`config.mk`:
```
export PLATFORM = sky130hd
export DESIGN_NAME = recoded_fp_store_arbiter
export DESIGN_NICKNAME = d
export VERILOG_FILES = /design/src/rtl/recoded_fp_store_arbiter.sv
export SDC_FILE = /design/constraint.sdc
export NUM_CORES = 1
export LEC_CHECK = 0
export BUFFER_PORTS_ARGS = -buffer_cell sky130_fd_sc_hd__buf_2
export CAP_MARGIN = 0
export CORE_UTILIZATION = 55
export DETAILED_ROUTE_END_ITERATION = 10
export HOLD_SLACK_MARGIN = 0.12
export PLACE_DENSITY = 0.78
export SYNTH_ARGS = -nofsm -noshare
export SYNTH_HDL_FRONTEND = slang
export SYNTH_SLANG_ARGS = --single-unit
export TNS_END_PERCENT = 10
```
`constraint.sdc`:
```
create_clock -name clk -period 3.65 [get_ports clk]
set_clock_uncertainty 0.05 [all_clocks]
set_input_delay 0.1825 -clock clk [delete_from_list [all_inputs] [get_ports clk]]
set_output_delay 0.1825 -clock clk [all_outputs]
set_load 0.02 [all_outputs]
```
`src/rtl/recoded_fp_store_arbiter.sv`:
```
`default_nettype none
// ============================================================================
//  Module      : recoded_fp_store_arbiter
//  Description : Round-robin arbiter that shares one recoded-to-IEEE float
//                converter between NREQ requesters. The datapath is a two-stage
//                valid/ready pipeline: an input register, then the combinational
//                conversion, then an output register.
//  Revision    : 1.0  initial release
// ============================================================================
module recoded_fp_store_arbiter #(
    parameter int EXP_SIZE = 8,
    parameter int SIG_SIZE = 24,
    parameter int NREQ     = 2
) (
    input  logic                                clk,
    input  logic                                reset_n,
    input  logic [NREQ-1:0]                     req_valid,
    output logic [NREQ-1:0]                     req_ready,
    input  logic [NREQ*(EXP_SIZE+SIG_SIZE+1)-1:0] req_data,
    output logic                                out_valid,
    input  logic                                out_ready,
    output logic [EXP_SIZE+SIG_SIZE-1:0]        out_data,
    output logic [$clog2(NREQ)-1:0]             out_src,
    output logic                                busy,
    output logic [15:0]                         done_count
);

    localparam int SIZE  = EXP_SIZE + SIG_SIZE;
    localparam int SRC_W = $clog2(NREQ);

    // Smallest recoded exponent that still encodes a normal number.
    localparam logic [EXP_SIZE:0]  c_MIN_NORM_EXP = (EXP_SIZE+1)'((1 << (EXP_SIZE-1)) + 2);
    // Offset between the recoded and the IEEE biased exponent.
    localparam logic [EXP_SIZE:0]  c_EXP_OFFSET   = (EXP_SIZE+1)'((1 << (EXP_SIZE-1)) + 1);
    localparam logic [SRC_W:0]     c_NREQ_EXT     = (SRC_W+1)'(NREQ);
    localparam logic [SRC_W-1:0]   c_LAST_REQ     = SRC_W'(NREQ-1);

    // Pipeline registers
    logic                r_s1Valid;
    logic [SIZE:0]       r_s1Data;
    logic [SRC_W-1:0]    r_s1Src;
    logic                r_outValid;
    logic [SIZE-1:0]     r_outData;
    logic [SRC_W-1:0]    r_outSrc;
    logic [SRC_W-1:0]    r_rrPtr;
    logic [15:0]         r_doneCount;

    // Control and arbitration wires
    logic                w_s2Free;
    logic                w_s1Adv;
    logic                w_s1Free;
    logic                w_found;
    logic                w_grant;
    logic [SRC_W-1:0]    w_grantIdx;
    logic [SRC_W:0]      w_sum;
    logic [SRC_W-1:0]    w_cand;
    logic [SIZE:0]       w_grantData;
    logic                w_outAccept;

    // Conversion wires
    logic                w_sign;
    logic [EXP_SIZE:0]   w_expIn;
    logic [SIG_SIZE-2:0] w_fract;
    logic [2:0]          w_expTop;
    logic [EXP_SIZE:0]   w_shiftDist;
    logic [SIG_SIZE-2:0] w_subFract;
    logic [SIZE-1:0]     w_conv;

    assign w_s2Free    = ~r_outValid | out_ready;
    assign w_s1Adv     = r_s1Valid & w_s2Free;
    assign w_s1Free    = ~r_s1Valid | w_s2Free;
    assign w_outAccept = r_outValid & out_ready;

    // Circular search for the first valid requester starting at the rr pointer.
    always_comb begin
        w_found    = 1'b0;
        w_grantIdx = '0;
        w_sum      = '0;
        w_cand     = '0;
        for (int k = 0; k < NREQ; k++) begin
            w_sum = {1'b0, r_rrPtr} + (SRC_W+1)'(k);
            if (w_sum >= c_NREQ_EXT) begin
                w_sum = w_sum - c_NREQ_EXT;
            end
            w_cand = w_sum[SRC_W-1:0];
            if (!w_found && req_valid[w_cand]) begin
                w_found    = 1'b1;
                w_grantIdx = w_cand;
            end
        end
    end

    // The reset gate keeps req_ready low while the pipeline is held in reset.
    assign w_grant     = w_found & w_s1Free & reset_n;
    assign w_grantData = req_data[w_grantIdx*(SIZE+1) +: SIZE+1];
    assign req_ready   = w_grant ? (NREQ'(1) << w_grantIdx) : '0;

    // Recoded-to-IEEE conversion of the stage-1 operand.
    assign w_sign      = r_s1Data[SIZE];
    assign w_expIn     = r_s1Data[SIZE-1 -: EXP_SIZE+1];
    assign w_fract     = r_s1Data[SIG_SIZE-2:0];
    assign w_expTop    = w_expIn[EXP_SIZE -: 3];
    assign w_shiftDist = c_MIN_NORM_EXP - w_expIn;
    assign w_subFract  = (SIG_SIZE-1)'({1'b1, w_fract} >> w_shiftDist);

    // Classify the operand and assemble the IEEE encoding.
    always_comb begin
        w_conv = '0;
        if (w_expTop == 3'b000) begin
            w_conv = {w_sign, {(SIZE-1){1'b0}}};
        end else if (w_expTop == 3'b110) begin
            w_conv = {w_sign, {EXP_SIZE{1'b1}}, {(SIG_SIZE-1){1'b0}}};
        end else if (w_expTop == 3'b111) begin
            // NaN payload passes through untouched.
            w_conv = {w_sign, {EXP_SIZE{1'b1}}, w_fract};
        end else if (w_expIn < c_MIN_NORM_EXP) begin
            w_conv = {w_sign, {EXP_SIZE{1'b0}}, w_subFract};
        end else begin
            w_conv = {w_sign, EXP_SIZE'(w_expIn - c_EXP_OFFSET), w_fract};
        end
    end

    // Stage 1 input register and round-robin pointer.
    always_ff @(posedge clk or negedge reset_n) begin
        if (!reset_n) begin
            r_s1Valid <= 1'b0;
            r_s1Data  <= '0;
            r_s1Src   <= '0;
            r_rrPtr   <= '0;
        end else if (w_grant) begin
            r_s1Valid <= 1'b1;
            r_s1Data  <= w_grantData;
            r_s1Src   <= w_grantIdx;
            r_rrPtr   <= (w_grantIdx == c_LAST_REQ) ? '0 : w_grantIdx + SRC_W'(1);
        end else if (w_s1Adv) begin
            r_s1Valid <= 1'b0;
        end
    end

    // Stage 2 output register; data only changes when empty or on a handshake.
    always_ff @(posedge clk or negedge reset_n) begin
        if (!reset_n) begin
            r_outValid <= 1'b0;
            r_outData  <= '0;
            r_outSrc   <= '0;
        end else if (w_s1Adv) begin
            r_outValid <= 1'b1;
            r_outData  <= w_conv;
            r_outSrc   <= r_s1Src;
        end else if (w_outAccept) begin
            r_outValid <= 1'b0;
        end
    end

    // Saturating count of completed output handshakes.
    always_ff @(posedge clk or negedge reset_n) begin
        if (!reset_n) begin
            r_doneCount <= '0;
        end else if (w_outAccept && (r_doneCount != 16'hFFFF)) begin
            r_doneCount <= r_doneCount + 16'd1;
        end
    end

    assign out_valid  = r_outValid;
    assign out_data   = r_outData;
    assign out_src    = r_outSrc;
    assign busy       = r_s1Valid | r_outValid;
    assign done_count = r_doneCount;

endmodule
`default_nettype wire
```
# Yosys cells after proc, flatten, opt, wreduce, memory -nomap -nowiden
# Cells that the tools add are included.
# W data, S select, Z words.
[word_totals] regBits=86 word_cells=62 input_bits=71 out_inout_bits=53
[op_classes] n_addsub=7 n_reduce_logical=6 mux=20 bitwise_logic=9 shifts=3 multipliers=1 magnitude_cmp=5 eq_ne=3
[ops] op="$mux W31" count=4
[ops] op="$shiftx A66 B8 Y33" count=1
[ops] op="$shr A24 B9 Y23" count=1
[ops] op="$add A16 B1 Y16 const B" count=1
[ops] op="$ne A16 B16 Y1 const B" count=1
[ops] op="$mux W1" count=15
[ops] op="$lt A9 B8 Y1 const B" count=1
[ops] op="$sub A8 B9 Y9 const A" count=1
[ops] op="$sub A8 B8 Y8 const B" count=1
[ops] op="$mul A1 B6 Y7 const B" count=1
[ops] op="$eq A3 B3 Y1 const B" count=2
[ops] op="$and A1 B1 Y1" count=4
[ops] op="$lt A1 B2 Y1 const B" count=2
[ops] op="$reduce_bool A2 Y1" count=2
[ops] op="$logic_not A3 Y1" count=1
[ops] op="$or A1 B1 Y1" count=3
[ops] op="$add A1 B1 Y2 const B" count=1
[ops] op="$ge A1 B2 Y1 const B" count=1
[ops] op="$ge A2 B2 Y1 const B" count=1
[ops] op="$logic_and A1 B1 Y1" count=2
[ops] op="$mux W2" count=1
[ops] op="$not A1 Y1" count=2
[ops] op="$shl A1 B1 Y2 const A" count=1
[ops] op="$sub A1 B1 Y1 const B" count=2
[ops] op="2 further kinds" count=2

# Longest topological paths before layout
[logic_depth] word_depth=11 ltp_mapped=14 mapped_depth_nobuf=8

# Least setup slack after synthesis
# OpenSTA, ideal clock, no wires.
[synth_path] path_kind="flip-flop to flip-flop" start="register r_s1Data[23]" end="register r_outData[2] (netlist: out_data[2])" path_slack_ns=0.805 stages_incl_launch_ff=12 synth_period_minus_slack_ns=2.845 n_path_buf=4 t_required_ns=3.474 arrival_time_ns=2.669 setup_ns=0.126 path_cell_list="dfrtp_1 buf_2 buf_6 buf_4 inv_2 ha_1 buf_6 mux4_2 mux4_2 nand2b_1 a221oi_2 a221o_1"
[synth_via] elab_chain_cells=6 word_cells_on_any_way=7 cone_classes="1 x add/sub; 1 x order compare; 1 x shift; 4 x mux"
[synth_rtl] item="start: declaration" line_no="40" source="logic [SIZE:0] r_s1Data;"
[synth_rtl] item="start signal: assignment" line_no="132" source="r_s1Data <= w_grantData;"
[synth_rtl] item="$sub A8 B9 Y9" line_no="103" source="assign w_shiftDist = c_MIN_NORM_EXP - w_expIn;"
[synth_rtl] item="$shr A24 B9 Y23" line_no="104" source="assign w_subFract = (SIG_SIZE-1)'({1'b1, w_fract} >> w_shiftDist);"
[synth_rtl] item="$mux W31 (*)" line_no="116" source="end else if (w_expIn < c_MIN_NORM_EXP) begin"
[synth_rtl] item="$mux W31 (*)" line_no="113" source="end else if (w_expTop == 3'b111) begin"
[synth_rtl] item="$mux W31 (*)" line_no="111" source="end else if (w_expTop == 3'b110) begin"
[synth_rtl] item="$mux W31 (*)" line_no="109" source="if (w_expTop == 3'b000) begin"
[synth_rtl] item="end signal: assignment" line_no="148" source="r_outData <= w_conv;"
[synth_rtl] item="end: declaration" line_no="43" source="logic [SIZE-1:0] r_outData;"
# Every way passes the cells marked *; elsewhere a longest branch is shown, timed or not.
# A chain may end at the register's enable or synchronous reset.

# Final worst setup path
[layout_path] start="register r_s1Data[24]" end="register r_outData[0] (netlist: out_data[0])"
# Same word-level chain as after synthesis.

==> results.yml <==
clock_tree:
  clock_path_buffers: 2
  post_cts_buffers: 0
  cts.sinks: 86
  cts_buffers: 9
  cts_tree: "built"
  h-tree-depth: 3
  worstSkewPairLatency_ns: 0.38
  clk_pin_slew_ns: 0.09
  cts_root_buf: "clkbuf_8"
drt:
  ant_nets: 0
  drt_wl_total_mm: 16.50
  drc: 0
  viasPerCell: 5.993
  vias: 5262
  wl_per_cell_um: 18.79
  firstDrtPassIters: 7
  drtIter0Drc: 412
yosys:
  syn_area_um2: 5502
  synth-edff-count: 0
  yosys_warnings: 0
  syn_inst: 562
  ys_ff_latch: 86
  synth_nets: 637
  synth_flop_cell: "dfrtp_1"
  synth_cell_type_count: 59
  yosysSeqAreaShare_pct: 39.12
  syn_avg_cell_area_um2: 9.789
  async_flop_share_pct: 100.0
worst_setup_path:
  crit_path_end_kind: "flop"
  r2r-start: "r_s1Data[24]$_DFFE_PN0P_"
  r2r-end: "out_data[0]$_DFFE_PN0P_"
  cp-start-kind: "flop"
  startpoint: "r_s1Data[24]$_DFFE_PN0P_"
  cp_data_required_time_ns: 3.90
  crit_cells: 7
  r2r_cells: 7
  crit_arrival_ns: 3.21
  critPathMaxFanout: 19
  critical_path_class: "flop to flop"
  r2r_slack_ns: 0.69
  crit_slowest_cell: "xnor2_2"
  slowest_delay_ns: 0.79
  crit_end: "out_data[0]$_DFFE_PN0P_"
  path_cells: "ha_1, xnor2_2, buf_4, nand2_1, a21oi_1, o22ai_1, o21ai_1"
  crit_buf_inv: 1
  critPathTopFamily: "compound AO/OA/AOI/OAI gates"
worst_hold_path:
  hp-class: "input pin to flop"
floorplan:
  start_util_pct: 56.55
  die_h_um: 102.0
  io_pins: 124
  core.rowCount: 36
  die_area_um2: 10410
  core_area_um2: 9729
  fp.dieW_um: 102.0
layout:
  final_cell_mix: "buf_2, dfrtp_1, dlygate4sd3_1, mux2i_1, nor2_1"
  antennaDiodeCount: 0
  drive_gt1_share_pct: 24.70
  nNetsFinal: 815
  syn_to_final_growth_pct: 28.06
  final_common_cell: "buf_2"
  n_fill_cell: 783
  final_area_um2: 7046
sta:
  period_share_pct: 81.23
  slew_headroom_pct: 33.56
  hold_slack_ns: 0.1559
  rsz0062_at_grt: "false"
  setup_slack_ns: 0.6852
  tightest_slew_ns: 0.9917
  finalHoldViolations: 0
  period_minus_slack_ns: 2.965
  timing.setup.tns_ns: 0
  slew_violations: 0
  setup_viol: 0
  fmax_ghz: 0.3373
power:
  p_comb_share_pct: 48.2
  leakagePower_uw: 0.003242
  switching_share_pct: 42.98
  p_clk_share_pct: 15.2
  peakVddDrop_mv: 0.2902
  power_uw: 4015
  p_int_uw: 2290
  pwr-share-seq_pct: 36.6
  powerDensity_nw_per_um2: 569.9
  p_switching_uw: 1726
global_routing:
  grt_max_degree: 48
  grt.total_usage_pct: 33.41
  grt_pass1_wl_mm: 26.14
  grt_antenna_before_repair: 0
  grt_overflow: 0
  grt_pass1_vias: 5103
run:
  max_cap_viol_count: 0
status:
  outcome: "completed"
placement:
  hpwl_mm: 10.87
  place_area_um2: 6197
  gp_congestion: 1.003
  place_ws_ns: 0.7908
  portBuffers: 123
==> synthesized netlist by cell type (2+ instances only) <==
cell,instances,area (um2)
nor3_1,10,50.05
dfrtp_1,86,2152
a41oi_1,2,17.52
buf_6,5,56.30
o311ai_0,2,17.52
clkbuf_1,13,48.80
xor2_1,10,87.58
buf_1,3,11.26
nor2_1,56,210.2
buf_4,6,45.04
nor2b_1,4,25.02
nand2_1,52,195.2
ha_1,4,50.05
and3_1,3,18.77
mux2i_1,62,620.6
mux4_2,14,315.3
a22oi_1,20,150.1
o21ai_0,18,90.09
nand2b_1,7,43.79
nor2_2,3,18.77
nand3_1,8,40.04
a211oi_1,2,15.01
o21ai_1,19,95.09
mux2_2,3,33.78
inv_1,9,33.78
nand3b_1,2,15.01
a22o_1,7,61.31
mux4_1,4,105.1
or3_1,3,18.77
o211ai_1,2,15.01
xnor2_1,18,157.7
a221oi_1,3,26.28
buf_2,11,55.05
nand4_1,8,50.05
o22ai_1,4,25.02
a21oi_1,51,255.2
a31oi_1,5,31.28
a21o_1,2,15.01
==> power by group through the flow <==
stage                     clock, uW  combinational (uW)  sequential [uW]
final                           612                1940             1470
after detailed placement          0                1820             1480
after global routing            652                2100             1500
after global placement            0                1800             1460
after CTS                       617                1900             1460
after floorplan                   0                1180             1570
==> registers in the layout (all words and copies together) (netlist names) <==
signal,cells
done_count,16
out_data,32
out_src,1
out_valid,1
r_rrPtr,1
r_s1Data,33
r_s1Src,1
r_s1Valid,1
==> per-layer routing <==
metal	GRT usage, %	share of wire (%)	up-vias
met5	0	0	-
met4	14.18	2.9	0
met3	6.840	8.9	42
met2	54.83	48	276
met1	43.12	40	2535
li1	-	-	2409
==> cells by family after synthesis <==
logic type	count (synthesis)	synth area share, %
xor gates and xnor gates	29	4.753
AOI/OAI and AO/OA	147	17.03
DFF	86	39.12
muxes	83	19.54
and+or+nand+nor	165	14.03
buffers and inverters	48	4.617
adders and majority gates	4	0.9097
==> through the flow <==
stage	instances	utilization, %
after global placement	794	63.70
after global routing	878	72.42
after CTS	878	72.42
final	878	72.42
after detailed placement	794	63.70
after floorplan	562	-
==> layout make-up <==
type | instances | area, um2 | share of cell area [%]
timing repair buffer | 205 | 1404 | 19.93
multi-input combinational | 428 | 3118 | 44.25
tap | 133 | 166.4 | 2.362
inverter | 10 | 37.54 | 0.5328
clock inverter | 4 | 22.52 | 0.3197
clock buffer | 12 | 145.1 | 2.060
sequential | 86 | 2152 | 30.55
==> worst register-to-register path: cells and delay by family, from the launching register on <==
| kind | cells | cell delay, ns |
|---|---|---|
| compound gates | 3 | 0.88 |
| xor+xnor | 1 | 0.79 |
| fa+ha+maj | 1 | 0.31 |
| buf+inv | 1 | 0.32 |
| flops | 1 | 0.48 |
| simple gates | 1 | 0.07 |
==> worst min-delay path by stage <==
stage / startpoint / to / slack [ns] / cells after the start
2_1_floorplan: reset_n / done_count[0]$_DFFE_PN0P_ / -0.16 / 0
3_3_place_gp: reset_n / done_count[11]$_DFFE_PN0P_ / 0.14 / 1
3_5_place_dp: reset_n / done_count[11]$_DFFE_PN0P_ / 0.15 / 1
4_1_cts: req_valid[0] / r_s1Valid$_DFFE_PN0P_ / 0.15 / 3
5_1_grt: req_valid[0] / r_s1Valid$_DFFE_PN0P_ / 0.23 / 3
6_report: req_valid[0] / r_s1Valid$_DFFE_PN0P_ / 0.16 / 3
==> repair_timing <==
action                                  in CTS  in global routing
hold buffers                                68                  0
endpoints found under the setup margin       0                  0
resized for setup                            0                  0
endpoints found under the hold margin       73                  0
Note: power is estimated with default switching activity, not from simulation.
